$ cat src/rtl/dppm_frame_encoder_pkg.sv
// Shared definitions for the D-PPM transmit encoder.
//  - LED_ON / LED_OFF : LED pad drive levels
//  - state_t          : encoder FSM states ST_IDLE..ST_GAP
//  - max2             : constant helper used to size the interval counter
package dppm_frame_encoder_pkg;

    localparam logic LED_ON  = 1'b1;
    localparam logic LED_OFF = 1'b0;

    typedef enum logic [1:0] {
        ST_IDLE  = 2'd0,
        ST_START = 2'd1,
        ST_BITS  = 2'd2,
        ST_GAP   = 2'd3
    } state_t;

    function automatic int max2(input int a, input int b);
        return (a > b) ? a : b;
    endfunction

endpackage

$ cat src/rtl/dppm_frame_encoder_if.sv
// Framer-to-encoder bus for the D-PPM transmit encoder.
// Handshake: a frame transfers at a rising clock edge where frame_valid and
// frame_ready are both 1; frame_data and msb_first are only looked at on that
// edge. frame_ready is low for the whole frame in flight, so frame_valid is
// simply ignored while the encoder is busy.
//  master : framer side  (drives frame_valid, frame_data, msb_first, abort)
//  slave  : encoder side (drives frame_ready, led, busy, done, dbg_state)
interface dppm_frame_encoder_if #(
    parameter int FRAME_SIZE = 8
) ();
    import dppm_frame_encoder_pkg::*;

    logic                  frame_valid;
    logic                  frame_ready;
    logic [FRAME_SIZE-1:0] frame_data;
    logic                  msb_first;
    logic                  abort;
    logic                  led;
    logic                  busy;
    logic                  done;
    state_t                dbg_state;

    modport master (
        output frame_valid, frame_data, msb_first, abort,
        input  frame_ready, led, busy, done, dbg_state
    );

    modport slave (
        input  frame_valid, frame_data, msb_first, abort,
        output frame_ready, led, busy, done, dbg_state
    );

endinterface

$ cat src/rtl/dppm_frame_encoder_pulse_timer.sv
// dppm_pulse_timer: interval counter for the D-PPM encoder.
// Counts cycles since the most recent pulse rising edge. clear_i forces the
// next value to 0; otherwise the counter increments and saturates (it never
// wraps). Terminal-count flags are true in the cycle whose count equals the
// named interval minus one, i.e. the edge at the end of that cycle is the one
// that lands exactly on the interval.
//  clock, reset  : clock and asynchronous active-high reset
//  clear_i       : restart counting from 0
//  low_tc_o      : INTERVAL_LOW  reached at the next edge
//  high_tc_o     : INTERVAL_HIGH reached at the next edge
//  pulse_end_o   : PULSE_WIDTH   reached at the next edge
//  gap_tc_o      : GAP_CYCLES    reached at the next edge
module dppm_pulse_timer #(
    parameter int CNT_W         = 5,
    parameter int INTERVAL_LOW  = 4,
    parameter int INTERVAL_HIGH = 8,
    parameter int PULSE_WIDTH   = 1,
    parameter int GAP_CYCLES    = 16
) (
    input  logic clock,
    input  logic reset,
    input  logic clear_i,
    output logic low_tc_o,
    output logic high_tc_o,
    output logic pulse_end_o,
    output logic gap_tc_o
);

    localparam logic [CNT_W-1:0] CNT_MAX = '1;

    logic [CNT_W-1:0] count_q, count_d;

    always_comb begin
        count_d = count_q;
        if (clear_i) begin
            count_d = '0;
        end else if (count_q != CNT_MAX) begin
            count_d = count_q + CNT_W'(1);
        end
    end

    always_ff @(posedge clock or posedge reset) begin
        if (reset) begin
            count_q <= '0;
        end else begin
            count_q <= count_d;
        end
    end

    assign low_tc_o    = (count_q == CNT_W'(INTERVAL_LOW  - 1));
    assign high_tc_o   = (count_q == CNT_W'(INTERVAL_HIGH - 1));
    assign pulse_end_o = (count_q == CNT_W'(PULSE_WIDTH   - 1));
    assign gap_tc_o    = (count_q == CNT_W'(GAP_CYCLES    - 1));

endmodule

$ cat src/rtl/dppm_frame_encoder.sv
// dppm_frame_encoder: D-PPM transmit encoder for the LightIO optical link.
// Accepts a frame from the framer and drives the LED with a start pulse
// followed by one pulse per bit; the spacing between pulse rising edges is
// INTERVAL_LOW for a 0 bit and INTERVAL_HIGH for a 1 bit. After the last bit
// pulse a GAP_CYCLES quiet period runs, then done strobes for one cycle.
//  clock, reset : clock and asynchronous active-high reset
//  bus (slave)  : frame handshake, bit order, abort, LED, busy, done, state
// All bus outputs are registered.
module dppm_frame_encoder
    import dppm_frame_encoder_pkg::*;
#(
    parameter int FRAME_SIZE    = 8,
    parameter int INTERVAL_LOW  = 4,
    parameter int INTERVAL_HIGH = 8,
    parameter int PULSE_WIDTH   = 1,
    parameter int GAP_CYCLES    = 16
) (
    input  logic                 clock,
    input  logic                 reset,
    dppm_frame_encoder_if.slave  bus
);

    localparam int CNT_W = $clog2(max2(INTERVAL_HIGH, GAP_CYCLES) + 1);
    localparam int BIT_W = $clog2(FRAME_SIZE + 1);

    if (FRAME_SIZE < 1)                 begin : g_bad_size  $error("FRAME_SIZE must be >= 1"); end
    if (PULSE_WIDTH < 1)                begin : g_bad_pw    $error("PULSE_WIDTH must be >= 1"); end
    if (INTERVAL_LOW <= PULSE_WIDTH)    begin : g_bad_low   $error("INTERVAL_LOW must exceed PULSE_WIDTH"); end
    if (INTERVAL_HIGH <= INTERVAL_LOW)  begin : g_bad_high  $error("INTERVAL_HIGH must exceed INTERVAL_LOW"); end
    if (GAP_CYCLES < PULSE_WIDTH)       begin : g_bad_gap   $error("GAP_CYCLES must be >= PULSE_WIDTH"); end

    state_t                state_q, state_d;
    logic [FRAME_SIZE-1:0] shreg_q, shreg_d;
    logic [BIT_W-1:0]      bit_cnt_q, bit_cnt_d;
    logic                  led_q, led_d;
    logic                  ready_q, ready_d;
    logic                  busy_q, busy_d;
    logic                  done_q, done_d;

    logic                  low_tc, high_tc, pulse_end, gap_tc;
    logic [FRAME_SIZE-1:0] data_rev;
    logic                  accept, in_bits, ivl_tc, rise, last_bit, abort_hit;

    // MSB-first frames are stored bit-reversed so the shifter always sends bit 0.
    always_comb begin
        data_rev = '0;
        for (int i = 0; i < FRAME_SIZE; i++) begin
            data_rev[i] = bus.frame_data[FRAME_SIZE-1-i];
        end
    end

    assign accept    = bus.frame_valid & ready_q & (state_q == ST_IDLE);
    assign in_bits   = (state_q == ST_START) || (state_q == ST_BITS);
    assign abort_hit = bus.abort && (state_q != ST_IDLE);
    // The interval ending at the next pulse is chosen by the bit being sent.
    assign ivl_tc    = shreg_q[0] ? high_tc : low_tc;
    assign rise      = in_bits && ivl_tc && !bus.abort;
    assign last_bit  = (bit_cnt_q == BIT_W'(FRAME_SIZE - 1));

    dppm_pulse_timer #(
        .CNT_W         (CNT_W),
        .INTERVAL_LOW  (INTERVAL_LOW),
        .INTERVAL_HIGH (INTERVAL_HIGH),
        .PULSE_WIDTH   (PULSE_WIDTH),
        .GAP_CYCLES    (GAP_CYCLES)
    ) u_timer (
        .clock       (clock),
        .reset       (reset),
        .clear_i     (accept || rise || (state_q == ST_IDLE)),
        .low_tc_o    (low_tc),
        .high_tc_o   (high_tc),
        .pulse_end_o (pulse_end),
        .gap_tc_o    (gap_tc)
    );

    // State and datapath registers.
    always_ff @(posedge clock or posedge reset) begin
        if (reset) begin
            state_q   <= ST_IDLE;
            shreg_q   <= '0;
            bit_cnt_q <= '0;
            led_q     <= LED_OFF;
            ready_q   <= 1'b1;
            busy_q    <= 1'b0;
            done_q    <= 1'b0;
        end else begin
            state_q   <= state_d;
            shreg_q   <= shreg_d;
            bit_cnt_q <= bit_cnt_d;
            led_q     <= led_d;
            ready_q   <= ready_d;
            busy_q    <= busy_d;
            done_q    <= done_d;
        end
    end

    // Next-state logic, including the bit shifter and bit counter.
    always_comb begin
        state_d   = state_q;
        shreg_d   = shreg_q;
        bit_cnt_d = bit_cnt_q;
        case (state_q)
            ST_IDLE: begin
                if (accept) begin
                    state_d   = ST_START;
                    shreg_d   = bus.msb_first ? data_rev : bus.frame_data;
                    bit_cnt_d = '0;
                end
            end
            ST_START, ST_BITS: begin
                if (bus.abort) begin
                    state_d = ST_IDLE;
                end else if (ivl_tc) begin
                    state_d   = last_bit ? ST_GAP : ST_BITS;
                    shreg_d   = shreg_q >> 1;
                    bit_cnt_d = bit_cnt_q + BIT_W'(1);
                end
            end
            ST_GAP: begin
                if (bus.abort || gap_tc) begin
                    state_d = ST_IDLE;
                end
            end
            default: state_d = ST_IDLE;
        endcase
    end

    // Registered-output next values.
    always_comb begin
        led_d = led_q;
        if (accept || rise) begin
            led_d = LED_ON;
        end else if (abort_hit || (state_q != ST_IDLE && pulse_end)) begin
            led_d = LED_OFF;
        end
        ready_d = (state_d == ST_IDLE);
        busy_d  = (state_d != ST_IDLE);
        done_d  = (state_q == ST_GAP) && gap_tc && !bus.abort;
    end

    assign bus.led         = led_q;
    assign bus.frame_ready = ready_q;
    assign bus.busy        = busy_q;
    assign bus.done        = done_q;
    assign bus.dbg_state   = state_q;

endmodule

$ cat src/flat_wrapper.sv
// flat-port wrapper written by rule: the top's interface ports become plain ports
module dppm_frame_encoder_flat import dppm_frame_encoder_pkg::*;
#(
    parameter int FRAME_SIZE    = 8,
    parameter int INTERVAL_LOW  = 4,
    parameter int INTERVAL_HIGH = 8,
    parameter int PULSE_WIDTH   = 1,
    parameter int GAP_CYCLES    = 16
)
  (clock, reset, bus_frame_valid, bus_frame_data, bus_msb_first, bus_abort, bus_frame_ready, bus_led, bus_busy, bus_done, bus_dbg_state);
  dppm_frame_encoder_if #(.FRAME_SIZE(FRAME_SIZE)) bus_i ();
  input  logic clock;
  input  logic reset;
  input wire logic [$bits(bus_i.frame_valid)-1:0] bus_frame_valid;
  input wire logic [$bits(bus_i.frame_data)-1:0] bus_frame_data;
  input wire logic [$bits(bus_i.msb_first)-1:0] bus_msb_first;
  input wire logic [$bits(bus_i.abort)-1:0] bus_abort;
  output wire logic [$bits(bus_i.frame_ready)-1:0] bus_frame_ready;
  output wire logic [$bits(bus_i.led)-1:0] bus_led;
  output wire logic [$bits(bus_i.busy)-1:0] bus_busy;
  output wire logic [$bits(bus_i.done)-1:0] bus_done;
  output wire logic [$bits(bus_i.dbg_state)-1:0] bus_dbg_state;
  assign bus_i.frame_valid = bus_frame_valid;
  assign bus_i.frame_data = bus_frame_data;
  assign bus_i.msb_first = bus_msb_first;
  assign bus_i.abort = bus_abort;
  assign bus_frame_ready = bus_i.frame_ready;
  assign bus_led = bus_i.led;
  assign bus_busy = bus_i.busy;
  assign bus_done = bus_i.done;
  assign bus_dbg_state = bus_i.dbg_state;
  dppm_frame_encoder #(.FRAME_SIZE(FRAME_SIZE), .INTERVAL_LOW(INTERVAL_LOW), .INTERVAL_HIGH(INTERVAL_HIGH), .PULSE_WIDTH(PULSE_WIDTH), .GAP_CYCLES(GAP_CYCLES)) u_core (.clock(clock), .reset(reset), .bus(bus_i));
endmodule
$ cat config.mk
export PLATFORM = sky130hd
export DESIGN_NAME = dppm_frame_encoder_flat
export DESIGN_NICKNAME = d
export VERILOG_FILES = /design/src/rtl/dppm_frame_encoder_pkg.sv /design/src/rtl/dppm_frame_encoder_if.sv /design/src/rtl/dppm_frame_encoder_pulse_timer.sv /design/src/rtl/dppm_frame_encoder.sv /design/src/flat_wrapper.sv
export SDC_FILE = /design/constraint.sdc
export NUM_CORES = 1
export LEC_CHECK = 0
export BUFFER_PORTS_ARGS = -buffer_cell sky130_fd_sc_hd__buf_2
export CAP_MARGIN = 10
export CORE_MARGIN = 10
export CORE_UTILIZATION = 42
export CTS_CLUSTER_DIAMETER = 80
export DETAILED_ROUTE_END_ITERATION = 8
export PLACE_DENSITY = 0.61
export SKIP_LAST_GASP = 1
export SLEW_MARGIN = 20
export SYNTH_ARGS = -nofsm -noshare
export SYNTH_HDL_FRONTEND = slang
export SYNTH_HIERARCHICAL = 1
export SYNTH_SLANG_ARGS = --single-unit
export TNS_END_PERCENT = 100
$ cat constraint.sdc
create_clock -name clock -period 2.5 [get_ports clock]
set_input_delay 0.625 -clock clock [delete_from_list [all_inputs] [get_ports clock]]
set_output_delay 0.625 -clock clock [all_outputs]
set_load 0.01 [all_outputs]
# Word level (Yosys, flattened, before mapping)
# Index checks and enable logic that the tools add are counted.
# totals
regBits	23
output_inout_bits	6
# op_classes
n_addsub	2
eq_ne	11
n_mux	20
n_bitwise	2
reduce_logical	22
# op_table
op	n
$mux 8	4
$pmux 8 s2	1
$mux 4	3
$mux 5	2
$reduce_bool 2->1	5
$mux 2	4
$pmux 4 s2	1
$logic_and 1x1->1	6
$pmux 2 s3	1
$add 5x1->5 const B	1
$eq 5x2->1 const B	1
$eq 5x3->1 const B	1
$eq 5x4->1 const B	1
$logic_not 5->1	1
$logic_or 1x1->1	5
$ne 5x5->1 const B	1
$add 4x1->4 const B	1
$eq 2x2->1 const B	2
$eq 4x3->1 const B	1
$logic_not 2->1	2
$mux 1	4
$ne 2x1->1 const B	2
$reduce_and 4->1	1
$and 1x1->1	2
4 further kinds	4

# Logic depth before layout (Yosys ltp)
# Gate-level depths: netlist (run 1).
# logic_depth
depth_word	7
mapped_depth	7
ltp_nobuf	7

# Cells and area by module
# Netlist (run 1), hierarchy kept.
# by_module_without_submodules
module	n_inst	cells_each	area_per_inst_um2	seq_area_each_um2
dppm_frame_encoder	1	99	1047.3	451.7
dppm_pulse_timer	1	32	301.5	125.1

# Worst setup path before layout (run 1)
# No wires, ideal clock.
# synth_path
kind	flip-flop to flip-flop
start	register u_core.state_q[0] (netlist: u_core/bus.dbg_state[0])
end	register u_core.busy_q (netlist: u_core/bus.busy)
setup_ns	0.124
arrival_time_ns	1.712
t_required_ns	2.376
slack_ns	0.664
stages_incl_launch_ff	8
synth_period_minus_slack_ns	1.836
cell_sequence	dfrtp_1 > inv_1 > ha_1 > buf_6 > nor2b_4 > a21boi_1 > o32a_1 > a211o_1
# synth_via
elab_chain_len	5
# synth_lines
item	line	rtl
from (decl)	dppm_frame_encoder.sv:32	state_t state_q, state_d;
from (signal assigned)	dppm_frame_encoder.sv:87	state_q <= state_d;
$logic_not 2->1	dppm_frame_encoder.sv:52, dppm_frame_encoder.sv:102	
$and 1x1->1	dppm_frame_encoder.sv:52	assign accept = bus.frame_valid & ready_q & (state_q == ST_IDLE);
$mux 2	dppm_frame_encoder.sv:104	if (accept) begin
$pmux 2 s3 (*)	dppm_frame_encoder.sv:102	case (state_q)
named net u_core.state_d[0]	dppm_frame_encoder.sv:32	
$reduce_bool 2->1 (*)	dppm_frame_encoder.sv:137	busy_d = (state_d != ST_IDLE);
named net u_core.busy_d	dppm_frame_encoder.sv:37	logic busy_q, busy_d;
to (signal assigned)	dppm_frame_encoder.sv:92	busy_q <= busy_d;
to (decl)	dppm_frame_encoder.sv:37	
# The timed path passes the listed nets; every way through them passes the cells marked *.
# A chain may end at the register's enable or synchronous reset.

# Worst setup path after layout (run 1)
# layout_path
start	register u_core.state_q[1] (netlist: u_core/bus.dbg_state[1])
end	register u_core.shreg_q[1]
# layout_via
elab_chain_len	4
# layout_lines
item	line	rtl
$eq 2x2->1 (tied with other cells)	dppm_frame_encoder.sv:102	
$reduce_or 2->1 / $and 1x1->1 (equally long branches)	dppm_frame_encoder.sv:102, dppm_frame_encoder.sv:52	
$ne 2x1->1 (no source line) (tied with other cells)	-	
$reduce_and 4->1 (no source line)	-	
to (signal assigned)	dppm_frame_encoder.sv:88	shreg_q <= shreg_d;
to (decl)	dppm_frame_encoder.sv:33	logic [FRAME_SIZE-1:0] shreg_q, shreg_d;
# Parallel ways exist; a longest one is shown, timed or not.

==> flow_summary.toml, run 1 <==
[run_status]
outcome = "complete, no violations"

[cts]
post_cts_buffers = 0
clk_latency_ns = 0.31
cts_sinks = 23
cts_buffer_depth = 2
cts_tree = "built"
clock_tree.root_cell = "clkbuf_4"
postCtsHoldBufs = 0
cts_inserted_buffers = 3
cts.clk_slew.worst_paths_ns = 0.13
cts_resized = 0
htree_num_levels = 1

[synth]
syn_area_per_cell_um2 = 10.30
yosysTopAreaCell = "dfrtp_1"
syn_area_mm2 = 0.001349
synth_top_cells_by_area = "dfrtp_1 (41%), mux2_1 (6.7%), ha_1 (6.5%)"
synth_cell_type_count = 42
synth_fp_nets = 151
synth-warning-count = 6
seq_area_frac_synth_pct = 42.76
ys_ff_latch = 23
synthFlopType = "dfrtp_1"
syn_inst = 131
synth_async_sr_flop_share_pct = 100.0
yosysTopAreaCellShare_pct = 40.82
synth_edf_count = 0

[grt]
grt_usage_pct = 9.410
grt_overflow = 0
grt_max_degree = 20
antenna_found_initial = 0
grt_pass1_wl_mm = 4.692
grt_pass1_vias = 1016

[die]
coreArea_mm2 = 0.003053
dieWidth_um = 76.67
io_pins = 19
rows = 20
die_area_mm2 = 0.005878
die_y_um = 76.67
start_util_pct = 44.18

[drt]
drcViolationCount = 0
dr.pass1.iters = 4
vias_per_cell = 5.104
topRoutingLayerUsed = "met4"
met2WireLength_mm = 1.481
route.met3.wl_um = 67
routedWlPerCell_um = 13.89
ant_nets = 0
drtIter0Drc = 58
routed_wl_mm = 2.680
wl_met1_mm = 1.120
route.vias.total = 985

[cells_and_area]
n_antenna_cell = 0
drive_above_1_share_pct = 19.46
fin_nets = 170
syn_to_final_growth_pct = 11.04
fillerInstances = 304

[timing]
fin_crit_sh_pct = 87.62
rsz0062_at_grt = "no"
finalHoldViolCount = 0
clock_skew_ns = 0.001141
setup_viol = 0
period_minus_slack_ns = 2.190
max_freq_mhz = 456.5
final.setup.tns_ns = 0
slew_headroom_pct = 52.63
worstMarginPinSlew_ns = 0.7098
timing.final.max_slew_violations = 0

[worst_setup_path]
r2r_end = "u_core/shreg_q[1]"
start_kind = "flop"
crit_fanout = 19
rrSetupSlack_ns = 0.31
crit_arrival_ns = 2.40
reg2reg_depth = 6
path_class = "flop to flop"
timing.rr.start = "u_core/bus.dbg_state[1]"
cp-startpoint = "u_core/bus.dbg_state[1]"
cp-endpoint = "u_core/shreg_q[1]"
setup.worst_path.end_class = "flop"
cp.required_ns = 2.70

[place]
dp_hpwl_mm = 2.125
place_congestion = 0.7857
numPortBuffers = 18

[power]
p_per_area_mw_per_mm2 = 925.3
power_mw = 1.386
leakage_nw = 0.7222
ir_worst_vdd_mv = 0.5280

[flow_run]
drv_cap = 0

[worst_hold_path]
hold_class = "input port to asynchronous set/reset pin"
## cells in the mapped netlist (5+ instances only)
library cell and count:
mux2_1 8, nand2_1 11, mux2i_1 8, ha_1 7, nor2_1 10, o21ai_0 9
dfrtp_1 22, a21oi_1 5, inv_1 8
## worst max-delay path: stages (launching register included)
cell and delay (ns):
dfrtp_1 0.44, inv_1 0.06, ha_1 0.59, nor2b_4 0.29, a21oi_4 0.09, a21oi_4 0.24
mux2_1 0.36
## cells in the final DEF (no fill, tap or decap), drive strengths merged, types with 3 or more instances in the layout
cell | netlist | layout
clkbuf | 2 | 3
dfrtp | 22 | 22
inv | 8 | 8
nand2 | 11 | 11
nor2 | 10 | 10
o21ai | 10 | 10
mux2 | 10 | 10
buf | 2 | 18
a21oi | 7 | 7
ha | 7 | 7
mux2i | 8 | 8
nor2b | 3 | 3
## kinds of logic after synthesis
group	after synthesis	share of synthesized area, %
xor+xnor	3	1.948
compound gates	29	15.21
flops	23	42.76
fa+ha+maj	7	6.493
mux	18	14.56
buf+inv	12	3.989
simple gates	39	15.03
## per-layer routing
metal,GRT usage [%],up-vias
li1,-,493
met5,0,-
met4,1.115,0
met3,2.914,2
met1,10.59,480
met2,17.28,10
## registers in the layout (all words and copies together) (netlist names)
name                    cells
u_core/shreg_q              8
u_core/u_timer/count_q      5
u_core/bit_cnt_q            4
u_core/bus.dbg_state        2
u_core/bus.busy             1
u_core/bus.done             1
u_core/bus.frame_ready      1
u_core/bus.led              1
## per-stage QoR
| step | utilization [%] | instances | setup slack (ns) | hold slack (ns) | instance area (µm²) |
|---|---|---|---|---|---|
| 2_1_floorplan | - | 131 | 0.6637 | 0.4035 | 1349 |
| 3_3_place_gp | 48.16 | 189 | 0.4056 | 0.4684 | 1470 |
| 3_5_place_dp | 48.16 | 189 | 0.3198 | 0.4746 | 1470 |
| 4_1_cts | 49.06 | 193 | 0.2993 | 0.1857 | 1498 |
| 5_1_grt | 49.06 | 193 | 0.09335 | 0.1786 | 1498 |
| 6_report | 49.06 | 193 | 0.3096 | 0.1953 | 1498 |
## worst min path at each step
stage | cells past startpoint | startpoint | slack, ns | to
final | 2 | reset | 0.20 | u_core/u_timer/count_q[3]
after global routing | 2 | reset | 0.18 | u_core/u_timer/count_q[2]
after CTS | 2 | reset | 0.19 | u_core/u_timer/count_q[2]
after detailed placement | 1 | u_core/shreg_q[4] | 0.47 | u_core/shreg_q[4]
after global placement | 1 | u_core/shreg_q[2] | 0.47 | u_core/shreg_q[2]
after floorplan | 1 | reset | 0.40 | u_core/u_timer/count_q[0]
## power by group
group	internal [mW]	switching, mW
combinational	0.284	0.353
clock	0.0598	0.113
sequential	0.496	0.0818
total	0.839	0.547
## cell type report
cell class / count / area, µm² / area share [%]
inverter: 8 / 30.03 / 2.005
tap: 44 / 55.05 / 3.676
clock buffer: 3 / 22.52 / 1.504
multi-input combinational: 96 / 718.2 / 47.95
clock inverter: 1 / 5.005 / 0.3342
timing repair buffer: 18 / 90.09 / 6.015
sequential: 23 / 576.8 / 38.51
(Power assumes the default switching activity.)
==> run 2: changes to the inputs <==
- CAP_MARGIN: 10 -> 30
- GPL_TIMING_DRIVEN: default -> 0
- SYNTH_HIERARCHICAL: 1 -> default
==> run 2 against run 1 <==
  * Non-clock buffer count grew 5
  * Sequential power shrank 1%
  * Clock power is essentially flat
  * Global-route usage grew 0.18 points
  * Routed wire length shrank 0.37%
  * Sequential share of layout area shrank 0.29 points
  * Flip-flop and latch count is the same
  * Register-to-register slack lost 0.12 ns
  * Critical endpoint is now u_core.shreg_q[1]
==> flow_summary.toml, run 2 <==
[run_status]
outcome = "complete, no violations"

[worst_setup_path]
rrSetupSlack_ns = 0.19
crit_arrival_ns = 2.51
start_kind = "flop"
cp.required_ns = 2.70
path_class = "flop to flop"
reg2reg_depth = 6
setup.worst_path.end_class = "flop"
crit_fanout = 10

[synth]
syn_area_mm2 = 0.001320
synth_top_cells_by_area = "dfrtp_1 (42%), mux2i_1 (7.6%), ha_1 (6.6%)"
yosysMostFrequentCell = "dfrtp_1"
synthFlopType = "dfrtp_1"
ys_ff_latch = 23
yosysTopAreaCellShare_pct = 41.71
syn_area_per_cell_um2 = 10.08
synth_cell_type_count = 38
syn_inst = 131
synth_fp_nets = 151
synth_commonest_cells = "dfrtp_1 (22), inv_1 (11), nand2_1 (11)"
synth_async_sr_flop_share_pct = 100.0
synth_edf_count = 0
seq_area_frac_synth_pct = 43.70
yosysTopAreaCell = "dfrtp_1"
synth-warning-count = 0

[place]
dp_hpwl_mm = 2.101
place_congestion = 0.8064
numPortBuffers = 17

[die]
io_pins = 19
die_area_mm2 = 0.005785
dieWidth_um = 76.06
start_util_pct = 43.60
die_y_um = 76.06
rows = 20
coreArea_mm2 = 0.003028

[cts]
clk_latency_ns = 0.30
cts_tree = "built"
clock_tree.root_cell = "clkbuf_4"
cts.clk_slew.worst_paths_ns = 0.13
postCtsHoldBufs = 0
cts_inserted_buffers = 3
cts_sinks = 23
cts_buffer_depth = 2
htree_num_levels = 1

[worst_hold_path]
hold_class = "input port to asynchronous set/reset pin"

[drt]
dr.pass1.iters = 4
routed_wl_mm = 2.670
drtIter0Drc = 47
ant_nets = 0
route.vias.total = 1035
routedWlPerCell_um = 13.55
vias_per_cell = 5.254
drcViolationCount = 0

[cells_and_area]
layout_commonest_cell = "dfrtp_1"
regArea_um2 = 576.8
fin_nets = 174
drive_above_1_share_pct = 21.57
top_register = "u_core.shreg_q"
reg_top3 = "u_core.shreg_q x8, u_core.u_timer.count_q x5, u_core.bit_cnt_q x4"
syn_to_final_growth_pct = 14.31
largest_reg_flops = 8
layout_common_cells = "dfrtp_1 (22), buf_2 (17), inv_1 (11), nand2_1 (11)"
fillerInstances = 302
multi_input_area_um2 = 690.7
n_antenna_cell = 0

[flow_run]
drv_cap = 0

[grt]
grt_usage_pct = 9.587
grt_pass1_wl_mm = 4.788
grt_overflow = 0
grt_max_degree = 24
antenna_found_initial = 0
grt_pass1_vias = 1127

[timing]
timing.final.max_slew_violations = 0
slew_headroom_pct = 64.48
period_minus_slack_ns = 2.311
setup_viol = 0
finalHoldViolCount = 0
fin_crit_sh_pct = 92.44
max_freq_mhz = 432.7
final.setup.tns_ns = 0
worstMarginPinSlew_ns = 0.5328
clock_skew_ns = 0.004253
rsz0062_at_grt = "no"

[power]
leakage_nw = 0.7091
power_mw = 1.366
ir_worst_vdd_mv = 0.3399
p_per_area_mw_per_mm2 = 905.2
-- run 2: cells by family (layout without fill, tap and decap cells) --
logic type | count (synthesis) | count (layout) | share of synthesized area (%)
XOR/XNOR | 4 | 4 | 2.655
AO/OA/AOI/OAI | 24 | 24 | 12.61
buffers and inverters | 16 | 38 | 4.550
flip-flops | 23 | 23 | 43.70
AND/OR/NAND/NOR | 40 | 40 | 16.31
adder cells (fa/ha/maj) | 7 | 7 | 6.635
multiplexers | 17 | 17 | 13.56
-- run 2: metrics by stage --
stage / setup WS (ns) / utilization (%) / cells / hold slack, ns / area [µm²]
6_report: 0.1890 / 49.83 / 197 / 0.3307 / 1509
5_1_grt: 0.03080 / 49.83 / 197 / 0.3465 / 1509
4_1_cts: 0.05815 / 49.09 / 196 / 0.5218 / 1486
3_5_place_dp: 0.08218 / 48.22 / 192 / 0.4997 / 1460
3_3_place_gp: 0.1260 / 48.22 / 192 / 0.4912 / 1460
2_1_floorplan: 0.4394 / - / 131 / 0.4772 / 1320
-- run 2: final cells by class --
cell class                 count  share of cell area [%]
sequential                    23                   38.23
clock buffer                   4                   1.741
multi-input combinational     92                   45.77
timing repair buffer          18                   6.633
inverter                      11                   2.736
tap                           44                   3.648
buffer                         5                   1.244
-- run 2: what timing repair did --
action / CTS / global route
buffers inserted: 0 / 0
gates resized for setup: 0 / 1
setup endpoints to repair: 0 / 7
-- run 2: final timing paths --
check	end	start
worst min register to register	u_core.bit_cnt_q[0]	u_core.bit_cnt_q[0]
max in group asynchronous	u_core.u_timer.count_q[2]	reset
worst max register to register	u_core.shreg_q[1]	u_core.bus.dbg_state[0]
min in group clock	u_core.bit_cnt_q[0]	u_core.bit_cnt_q[0]
worst max-delay path	u_core.shreg_q[1]	u_core.bus.dbg_state[0]
worst min-delay path	u_core.bus.dbg_state[1]	reset
-- run 2: power breakdown --
part	leakage, nW	internal, mW	total (mW)	switching (mW)
clock network	0.0150	0.0621	0.171	0.109
logic	0.399	0.276	0.624	0.348
registers	0.295	0.498	0.571	0.0730
-- run 2: critical path: stages, from the launching register on --
cell and delay (ns):
dfrtp_1 0.45, inv_1 0.08, ha_1 0.43, and2b_1 0.25, nand4_1 0.24, a21oi_4 0.38, mux2_2 0.38
-- run 2: routing by layer --
layer  global-route usage (%)  vias to the layer above  part of all wire (%)
met4                    3.160                        0                  0.37
li1                         -                      515                     -
met5                        0                        -                     0
met2                    15.82                       25                    47
met3                    3.420                        2                   6.7
met1                    11.26                      493                    46
==> run 3: changes to the inputs <==
- BUFFER_PORTS_ARGS: -buffer_cell sky130_fd_sc_hd__buf_2 -> -buffer_cell sky130_fd_sc_hd__buf_4
- CORE_UTILIZATION: 42 -> 55
- PLACE_DENSITY: 0.61 -> 0.76
==> run 3 against run 2 <==
  * Via count up 1.2%
  * Cell area grew 0.50%
  * Critical path depth did not move
  * Register-to-register slack got worse by 0.03 ns
  * Maximum frequency down 1.4%
  * Clock power hardly changed
  * Total power rose by 1.7%
  * Routed wire length increased by 1.1%
  * Worst hold slack improved by 0.15 ns
  * Clock-buffer cell count is the same
  * Largest power group unchanged
==> flow_summary.toml, run 3 (same netlist as run 2, synthesis figures left out) <==
[drt]
ant_nets = 0
drcViolationCount = 0
route.vias.total = 1047
routedWlPerCell_um = 14.99
vias_per_cell = 5.817
drtIter0Drc = 76
dr.pass1.iters = 4
routed_wl_mm = 2.699

[worst_setup_path]
timing.rr.start = "u_core.bus.dbg_state[0]"
setup.worst_path.end_class = "flop"
cp-startpoint = "u_core.bus.dbg_state[0]"
crit_slowest_cell = "dfrtp_1"
crit_fanout = 10
rrSetupSlack_ns = 0.16
cp.required_ns = 2.70
cp-endpoint = "u_core.shreg_q[0]"
crit_arrival_ns = 2.55
cp_slowest_stage_delay_ns = 0.44
reg2reg_depth = 6
start_kind = "flop"
cp_cell_sequence = "inv_1 -> ha_1 -> and2b_1 -> nand4_1 -> a21oi_4 -> mux2_2"
path_class = "flop to flop"
r2r_end = "u_core.shreg_q[0]"

[power]
ir_worst_vdd_mv = 0.6213
p_seq_share_pct = 41.2
intPower_mw = 0.8558
switchingPower_mw = 0.5337
sw_frac_of_total_pct = 38.41
p_per_area_mw_per_mm2 = 916.3
comb_power_share_pct = 46.6
pwr-share-clk_pct = 12.2
leakage_nw = 0.7138

[grt]
grt_pass1_wl_mm = 4.278
grt_max_degree = 24
antenna_found_initial = 0
grt_pass1_vias = 973
grt_usage_pct = 11.61
grt_overflow = 0

[cts]
cts.clk_slew.worst_paths_ns = 0.12
cts_sinks = 23
post_cts_buffers = 0
clk_latency_ns = 0.31
postCtsHoldBufs = 0
htree_num_levels = 1
cts_buffer_depth = 2
cts_inserted_buffers = 3
clock_tree.root_cell = "clkbuf_4"
cts_resized = 0
cts_tree = "built"

[cells_and_area]
final_cells = 180
top_register = "u_core.shreg_q"
fillerInstances = 186
reg_top3 = "u_core.shreg_q x8, u_core.u_timer.count_q x5, u_core.bit_cnt_q x4"
fin_nets = 173
layout_commonest_cell = "dfrtp_1"
largest_reg_flops = 8
layout_common_cells = "dfrtp_1 (22), buf_4 (17), inv_1 (11), nand2_1 (11)"
syn_to_final_growth_pct = 14.88
n_antenna_cell = 0
drive_above_1_share_pct = 21.05

[die]
rows = 17
start_util_pct = 58.55
io_pins = 19
dieWidth_um = 68.99
coreArea_mm2 = 0.002255
die_area_mm2 = 0.004760
die_y_um = 68.99

[place]
place_congestion = 0.8475
dp_cells = 176
numPortBuffers = 17
dp_hpwl_mm = 2.082

[timing]
worstMarginPinSlew_ns = 0.8531
timing.final.max_slew_violations = 0
period_minus_slack_ns = 2.344
max_freq_mhz = 426.7
slew_headroom_pct = 43.07
clock_skew_ns = 0.0007967
fin_crit_sh_pct = 93.74
finalHoldViolCount = 0
setup_viol = 0
final.setup.tns_ns = 0
rsz0062_at_grt = "no"

[run_status]
outcome = "complete, no violations"

[worst_hold_path]
hold_class = "input port to asynchronous set/reset pin"

[flow_run]
drv_cap = 0
[run 3: routing by layer]
metal | wire length, µm | global-route usage, % | up-vias | share of wire, %
met5 | 0 | 0 | - | 0
li1 | - | - | 512 | -
met3 | 98 | 1.932 | 2 | 3.6
met1 | 1161 | 14.45 | 515 | 43
met4 | 16 | 4.433 | 0 | 0.59
met2 | 1423 | 19.52 | 18 | 53
[run 3: final cells by class]
class	instances	area, µm²	area share, %
sequential	23	576.8	38.04
clock buffer	4	26.28	1.733
timing repair buffer	17	127.6	8.416
tap	28	35.03	2.310
multi-input combinational	92	690.7	45.54
inverter	11	41.29	2.723
buffer	5	18.77	1.238
[run 3: through the flow]
stage | power (mW) | instance area [µm²] | setup slack (ns) | utilization, % | hold slack, ns
detailed placement | 1.216 | 1483 | 0.09718 | 65.76 | 0.4960
global placement | 1.182 | 1483 | 0.1680 | 65.76 | 0.4888
global route | 1.504 | 1516 | 0.01625 | 67.26 | 0.5353
finish | 1.389 | 1516 | 0.1565 | 67.26 | 0.4814
floorplan | 1.028 | 1320 | 0.4394 | - | 0.4772
CTS | 1.389 | 1509 | 0.07947 | 66.93 | 0.5054
[run 3: critical path, delay by kind of cell (launching register included)]
| family | cells | cell delay [ns] |
|---|---|---|
| buffers and inverters | 1 | 0.08 |
| flip-flops | 1 | 0.44 |
| multiplexers | 1 | 0.38 |
| AND/OR/NAND/NOR | 2 | 0.52 |
| AO/OA/AOI/OAI | 1 | 0.37 |
| adder cells (fa/ha/maj) | 1 | 0.44 |
[run 3: how the worst min path moves through the flow]
| stage | endpoint | slack (ns) | cells after the start | startpoint |
|---|---|---|---|---|
| 2_1_floorplan | u_core.bit_cnt_q[0] | 0.48 | 1 | u_core.bit_cnt_q[0] |
| 3_3_place_gp | u_core.shreg_q[4] | 0.49 | 1 | u_core.shreg_q[4] |
| 3_5_place_dp | u_core.shreg_q[3] | 0.50 | 1 | u_core.shreg_q[3] |
| 4_1_cts | u_core.shreg_q[2] | 0.51 | 2 | reset |
| 5_1_grt | u_core.u_timer.count_q[2] | 0.54 | 2 | reset |
| 6_report | u_core.shreg_q[4] | 0.48 | 2 | reset |
[run 3: power by group through the flow]
| stage | logic, mW | registers (mW) | clock network (mW) |
|---|---|---|---|
| 5_1_grt | 0.730 | 0.588 | 0.186 |
| 4_1_cts | 0.640 | 0.572 | 0.177 |
| 3_5_place_dp | 0.635 | 0.581 | 0 |
| 3_3_place_gp | 0.608 | 0.573 | 0 |
| 6_report | 0.648 | 0.572 | 0.170 |
| 2_1_floorplan | 0.448 | 0.580 | 0 |
